<file path="src/rtl/max7219_spi_rx_if.sv">
// SPI pin bundle between the face-matrix transmitter (master) and a passive listener (slave).
interface max7219_spi_rx_if;
  logic sclk_in;
  logic mosi_in;
  logic cs_in;

  modport master (output sclk_in, output mosi_in, output cs_in);
  modport slave  (input  sclk_in, input  mosi_in, input  cs_in);
endinterface

</file>
<file path="src/rtl/max7219_spi_rx.sv">
// Passive MAX7219 SPI frame decoder rebuilding the row/control register file from snooped traffic.
// frame_valid lands SYNC_STAGES+2 clk after cs pin rises; listen-only, no backpressure to the transmitter.
module max7219_spi_rx #(
  parameter int SYNC_STAGES = 2,
  parameter int FRAME_BITS  = 16
) (
  input  logic                  clk,
  input  logic                  reset,
  max7219_spi_rx_if.slave       spi,
  input  logic [2:0]            row_sel,
  output logic [7:0]            row_data,
  output logic [7:0]            decode_mode,
  output logic [3:0]            intensity,
  output logic [2:0]            scan_limit,
  output logic                  shutdown_n,
  output logic                  display_test,
  output logic                  frame_valid,
  output logic [3:0]            frame_addr,
  output logic [7:0]            frame_data,
  output logic                  frame_err
);

  localparam int BW        = $clog2(FRAME_BITS + 1);
  localparam int FW        = $clog2(SYNC_STAGES + 1);
  // Only addr[3:0] and data survive a commit, so the upper nibble is never stored.
  localparam int KEEP_BITS = 12;

  typedef enum logic [1:0] {IDLE, SHIFT, COMMIT} state_t;

  logic [SYNC_STAGES-1:0] sclk_sync, mosi_sync, cs_sync;
  logic                   sclk_prev, cs_prev;
  logic                   sclk_s, mosi_s, cs_s;
  logic                   sclk_rise, cs_rise, cs_fall;
  logic [FW-1:0]          flush_cnt;
  logic                   armed;
  state_t                 state, state_nxt;
  logic                   start, shift_en, err_set, commit;
  logic [KEEP_BITS-1:0]   shreg;
  logic [BW-1:0]          bitcnt;
  logic [7:0]             rows [8];
  logic [3:0]             commit_addr;
  logic [7:0]             commit_data;

  always_ff @(posedge clk or posedge reset) begin
    if (reset) begin
      sclk_sync <= '0;
      mosi_sync <= '0;
      cs_sync   <= '1;
      sclk_prev <= 1'b0;
      cs_prev   <= 1'b1;
    end else begin
      sclk_sync <= {sclk_sync[SYNC_STAGES-2:0], spi.sclk_in};
      mosi_sync <= {mosi_sync[SYNC_STAGES-2:0], spi.mosi_in};
      cs_sync   <= {cs_sync[SYNC_STAGES-2:0], spi.cs_in};
      sclk_prev <= sclk_s;
      cs_prev   <= cs_s;
    end
  end

  assign sclk_s    = sclk_sync[SYNC_STAGES-1];
  assign mosi_s    = mosi_sync[SYNC_STAGES-1];
  assign cs_s      = cs_sync[SYNC_STAGES-1];
  assign sclk_rise = sclk_s & ~sclk_prev;
  assign cs_rise   = cs_s & ~cs_prev;
  assign cs_fall   = armed & cs_prev & ~cs_s;

  // The chain resets to cs=1, so a cs held low through reset release would look like a fall;
  // only arm once the chain has flushed and the real pin has been seen high.
  always_ff @(posedge clk or posedge reset) begin
    if (reset) begin
      flush_cnt <= '0;
      armed     <= 1'b0;
    end else if (!armed) begin
      if (flush_cnt != FW'(SYNC_STAGES)) flush_cnt <= flush_cnt + 1'b1;
      else if (cs_s)                     armed     <= 1'b1;
    end
  end

  always_ff @(posedge clk or posedge reset) begin
    if (reset) state <= IDLE;
    else       state <= state_nxt;
  end

  always_comb begin
    state_nxt = state;
    case (state)
      IDLE:    if (cs_fall) state_nxt = SHIFT;
      SHIFT:   if (cs_rise) state_nxt = (bitcnt == BW'(FRAME_BITS)) ? COMMIT : IDLE;
      COMMIT:  state_nxt = IDLE;
      default: state_nxt = IDLE;
    endcase
  end

  always_comb begin
    start    = 1'b0;
    shift_en = 1'b0;
    err_set  = 1'b0;
    commit   = 1'b0;
    case (state)
      IDLE:    start = cs_fall;
      SHIFT: begin
        shift_en = sclk_rise & ~cs_rise;
        err_set  = cs_rise & (bitcnt != BW'(FRAME_BITS));
      end
      COMMIT:  commit = 1'b1;
      default: ;
    endcase
  end

  always_ff @(posedge clk or posedge reset) begin
    if (reset) begin
      shreg  <= '0;
      bitcnt <= '0;
    end else if (start) begin
      shreg  <= '0;
      bitcnt <= '0;
    end else if (shift_en) begin
      shreg <= {shreg[KEEP_BITS-2:0], mosi_s};
      if (bitcnt != BW'(FRAME_BITS)) bitcnt <= bitcnt + 1'b1;
    end
  end

  assign commit_addr = shreg[11:8];
  assign commit_data = shreg[7:0];

  always_ff @(posedge clk or posedge reset) begin
    if (reset) begin
      for (int i = 0; i < 8; i++) rows[i] <= 8'h00;
      decode_mode  <= 8'h00;
      intensity    <= 4'h0;
      scan_limit   <= 3'h0;
      shutdown_n   <= 1'b0;
      display_test <= 1'b0;
      frame_valid  <= 1'b0;
      frame_err    <= 1'b0;
      frame_addr   <= 4'h0;
      frame_data   <= 8'h00;
      row_data     <= 8'h00;
    end else begin
      frame_valid <= commit;
      frame_err   <= err_set;
      row_data    <= rows[row_sel];
      if (commit) begin
        frame_addr <= commit_addr;
        frame_data <= commit_data;
        case (commit_addr)
          4'h1, 4'h2, 4'h3, 4'h4,
          4'h5, 4'h6, 4'h7, 4'h8: rows[3'(commit_addr - 4'd1)] <= commit_data;
          4'h9:    decode_mode  <= commit_data;
          4'hA:    intensity    <= commit_data[3:0];
          4'hB:    scan_limit   <= commit_data[2:0];
          4'hC:    shutdown_n   <= commit_data[0];
          4'hF:    display_test <= commit_data[0];
          default: ;
        endcase
      end
    end
  end

endmodule

</file>
<file path="src/flat_wrapper.sv">
// flat-port wrapper written by rule: the top's interface ports become plain ports
module max7219_spi_rx_flat 
#(
  parameter int SYNC_STAGES = 2,
  parameter int FRAME_BITS  = 16
)
  (clk, reset, row_sel, row_data, decode_mode, intensity, scan_limit, shutdown_n, display_test, frame_valid, frame_addr, frame_data, frame_err, spi_sclk_in, spi_mosi_in, spi_cs_in);
  max7219_spi_rx_if spi_i ();
  input  logic clk;
  input  logic reset;
  input  logic [2:0] row_sel;
  output logic [7:0] row_data;
  output logic [7:0] decode_mode;
  output logic [3:0] intensity;
  output logic [2:0] scan_limit;
  output logic shutdown_n;
  output logic display_test;
  output logic frame_valid;
  output logic [3:0] frame_addr;
  output logic [7:0] frame_data;
  output logic frame_err;
  input wire logic [$bits(spi_i.sclk_in)-1:0] spi_sclk_in;
  input wire logic [$bits(spi_i.mosi_in)-1:0] spi_mosi_in;
  input wire logic [$bits(spi_i.cs_in)-1:0] spi_cs_in;
  assign spi_i.sclk_in = spi_sclk_in;
  assign spi_i.mosi_in = spi_mosi_in;
  assign spi_i.cs_in = spi_cs_in;
  max7219_spi_rx #(.SYNC_STAGES(SYNC_STAGES), .FRAME_BITS(FRAME_BITS)) u_core (.clk(clk), .reset(reset), .spi(spi_i), .row_sel(row_sel), .row_data(row_data), .decode_mode(decode_mode), .intensity(intensity), .scan_limit(scan_limit), .shutdown_n(shutdown_n), .display_test(display_test), .frame_valid(frame_valid), .frame_addr(frame_addr), .frame_data(frame_data), .frame_err(frame_err));
endmodule
</file>
<file path="config.mk">
export PLATFORM = sky130hd
export DESIGN_NAME = max7219_spi_rx_flat
export DESIGN_NICKNAME = d
export VERILOG_FILES = /design/src/rtl/max7219_spi_rx_if.sv /design/src/rtl/max7219_spi_rx.sv /design/src/flat_wrapper.sv
export SDC_FILE = /design/constraint.sdc
export NUM_CORES = 1
export LEC_CHECK = 0
export BUFFER_PORTS_ARGS = -buffer_cell sky130_fd_sc_hd__buf_2
export CORE_MARGIN = 5
export CORE_UTILIZATION = 53
export DETAILED_ROUTE_END_ITERATION = 12
export GPL_ROUTABILITY_DRIVEN = 0
export PLACE_DENSITY = 0.71
export SYNTH_ARGS = -nofsm -noshare
export SYNTH_HDL_FRONTEND = slang
export SYNTH_SLANG_ARGS = --single-unit
</file>
<file path="constraint.sdc">
create_clock -name clk -period 3.7 [get_ports clk]
set_input_delay 0.185 -clock clk [delete_from_list [all_inputs] [get_ports clk]]
set_output_delay 0.185 -clock clk [all_outputs]
set_load 0.01 [all_outputs]
</file>
==> run summary <==
H-tree Lvls: 4
Worst Tran Pin Value: 1.02 ns
Synth area leaders: dfrtp_1, mux2_2, mux4_2
EDFF count, synth: 0
Post-CTS Setup Bufs: 0
Net Sw Frac: 22.4%
Min-delay worst type: in -> reg
Slowest stage delay, CP: 0.55 ns
First-pass GRT wire length: 19,300 µm
DPL Wire Length: 7270 µm
Post-synthesis simple-gate area fraction: 8.86%
DP Cell Count: 567
Startpoint Class: flop
Int Power: 0.00239 W
Synthesis Warnings: 0
Synth Area in XOR/XNOR: 0.468%
Drt pass-1 iters: 4
Comb power frac: 4.0%
Setup-failing EPs final: 0
Crit path max fanout: 16
CP Class: reg -> reg
Detail Route Antenna Nets: 0
Clock skew: 0.00725 ns
Synth Register Bits: 133
Required @ worst endpoint: 4.11 ns
FP Rows: 37
Fin crit share: 72.3%
Minimum clock period: 2.67 ns
CTS max path bufs: 2
Gr usage total: 19.8%
Fin cells: 602
WP data arrival: 3.08 ns
Height of the die: 113 µm
Pleak: 3.30 nW
Worst-Skew Late Latency: 0.52 ns
Status: finished clean
Top_reg_cell synth: dfrtp_1
Yosys top cell by area: dfrtp_1
# Max-Cap Violations: 0
Netlist cell types: 37
Placeable Area: 0.0103 mm²
Overflow after GRT: 0
Most common cell in the netlist: dfrtp_1
Post-CTS Resized: 0
Switching power: 0.000693 W
Asr flop ratio synth: 100%
Area delta synth->final: 15.7%
Syn_nets: 424
Synth Area in Adders: 1.56%
Commonest cells in the netlist: dfrtp_1, mux2_2, nand2_1
Post-route DRC: 0
Port Buffers: 46
Mux share of post-synthesis cell area: 25.0%
Die ar.: 0.0127 mm²
CTS sink cnt: 133
Reg2reg path depth: 5
Power density cells: 476 mW/mm²
Layout cell share with drive strength beyond 1: 38.2%
Relative slew slack: 31.8%
Largest family of logic cells by synthesized area: multiplexers
Final Hold Viols: 0
Syn_area_per_cell: 13.7 µm²
TritonCTS clock tree: built
Vias per inst: 5.61
Max-slew violations: 0
Worst VDD drop: 0.291 mV
Synth Area in Compound Gates: 2.28%
Die Wd: 113 µm
Stages on the worst setup path: 5
Vias in the first global route: 3,762
Area share of the largest cell type after synthesis: 58.0%
Flop pwr share: 49.5%
Unrepaired setup endpoints after global routing: false
F_max: 374 MHz
Clock group share of total power: 46.5%
Largest net degree at the start of global routing: 87
Clock-pin slew of the registers on the worst-case setup and hold paths: 0.06 ns
Initial DRC Count: 208
DR vias: 3,380
Post-Route WL: 11,500 µm
IO Count: 47
Wire per inst: 19.2 µm
Total power: 0.00309 W
Hold Crit Depth: 2
Ant. Diodes: 0
Initial antenna violation count: 0
Sequential share of the synthesized area: 59.4%
Setup crit end kind: flop
Kind of cell adding the most delay to the critical path: simple AND/OR/NAND/NOR gates
Num CTS Buffers: 17
Final #Nets: 469
CP Cell Sequence: nand2b_1, clkinv_1, nand2_1, or4b_1, mux2_2
Critical path's slowest cell: clkinv_1
Post-Syn Area: 0.00561 mm²
Cells after Synth: 409
Root buf cell: clkbuf_8
Initial core utilization: 54.3%
Worst path bufs/invs: 1
Setup TNS: 0 ns
FILL cells: 795
[what timing repair did]
action	4_1_cts	5_1_grt
hold buffers	4	0
setup endpoints to repair	0	0
endpoints found under the hold margin	47	0
[state kept, by name, indices dropped and copies added, names as in the netlist, 3 cells and up]
register,count
u_core.frame_addr,4
u_core.shreg,12
u_core.decode_mode,8
u_core.bitcnt,5
u_core.rows,64
u_core.intensity,4
u_core.scan_limit,3
u_core.frame_data,8
u_core.row_data,8
[metrics by stage]
stage | utilization (%) | instance area, µm² | hold slack, ns | setup WS [ns]
2_1_floorplan | - | 5610 | 0.189 | 1.34
6_report | 62.8 | 6490 | 0.125 | 1.03
3_5_place_dp | 57.6 | 5940 | 0.291 | 0.982
4_1_cts | 62.8 | 6490 | 0.103 | 0.965
3_3_place_gp | 57.6 | 5940 | 0.291 | 1.02
5_1_grt | 62.8 | 6490 | 0.114 | 0.801
[layer usage]
layer  track usage, %  routed length, µm
met5                0                  0
met2             33.2               6060
met3             5.45                451
met1             24.0               4820
met4             8.97                219
[cell usage in the layout, fill, tap and decap left out, drive strengths merged, types with 2 or more instances in the layout]
cell / n
nand2: 55
nor2b: 2
or3: 2
or3b: 2
nand2b: 4
nand3b: 2
dlygate4sd3: 4
nor2: 4
nor4bb: 2
clkbuf: 26
dfstp: 3
buf: 49
mux4: 16
xnor2: 3
nand4: 5
nand3: 16
mux2: 89
a21oi: 15
dfrtp: 130
o21ai: 5
clkinv: 6
ha: 7
inv: 5
nor3: 4
[cell type report]
type / instances / area, µm² / area share, %
well taps: 136 / 170 / 2.62
repair buffers: 53 / 305 / 4.71
clock buffers: 26 / 478 / 7.37
multi-input cells: 242 / 2150 / 33.1
clock inverters: 5 / 25.0 / 0.386
inverters: 7 / 30.0 / 0.463
flip-flops and latches: 133 / 3330 / 51.4
[worst register-to-register path, cell delays in order, from the launching register on]
cell      delay [ns]
dfrtp_1         0.42
nand2b_1        0.51
clkinv_1        0.55
nand2_1         0.25
or4b_1          0.44
mux2_2          0.39
[worst paths after layout]
kind / startpoint / end / slack, ns
worst min-delay path: row_sel[2] / u_core.row_data[3] / 0.13
max in group asynchronous: reset / u_core.rows[63] / 2.32
worst max register to register: u_core.state[0] / u_core.rows[45] / 1.03
worst min register to register: u_core.cs_sync[0] / u_core.cs_sync[1] / 0.36
worst max-delay path: u_core.state[0] / u_core.rows[45] / 1.03
min in group asynchronous: reset / u_core.intensity[1] / 0.44
[power by group through the flow]
stage	registers (W)	clock network [W]	logic [W]
final	0.00153	0.00144	0.000123
after global routing	0.00153	0.00154	0.000144
after CTS	0.00153	0.00147	0.000127
after detailed placement	0.00155	0	0.000123
after global placement	0.00155	0	0.000120
after floorplan	0.00153	0	0.000105
[kinds of logic after synthesis]
kind of cell	Yosys count
xor gates and xnor gates	3
AOI/OAI and AO/OA	23
buffers and inverters	34
adders and majority gates	7
muxes	106
DFF	133
and+or+nand+nor	103
(Power assumes the default switching activity.)
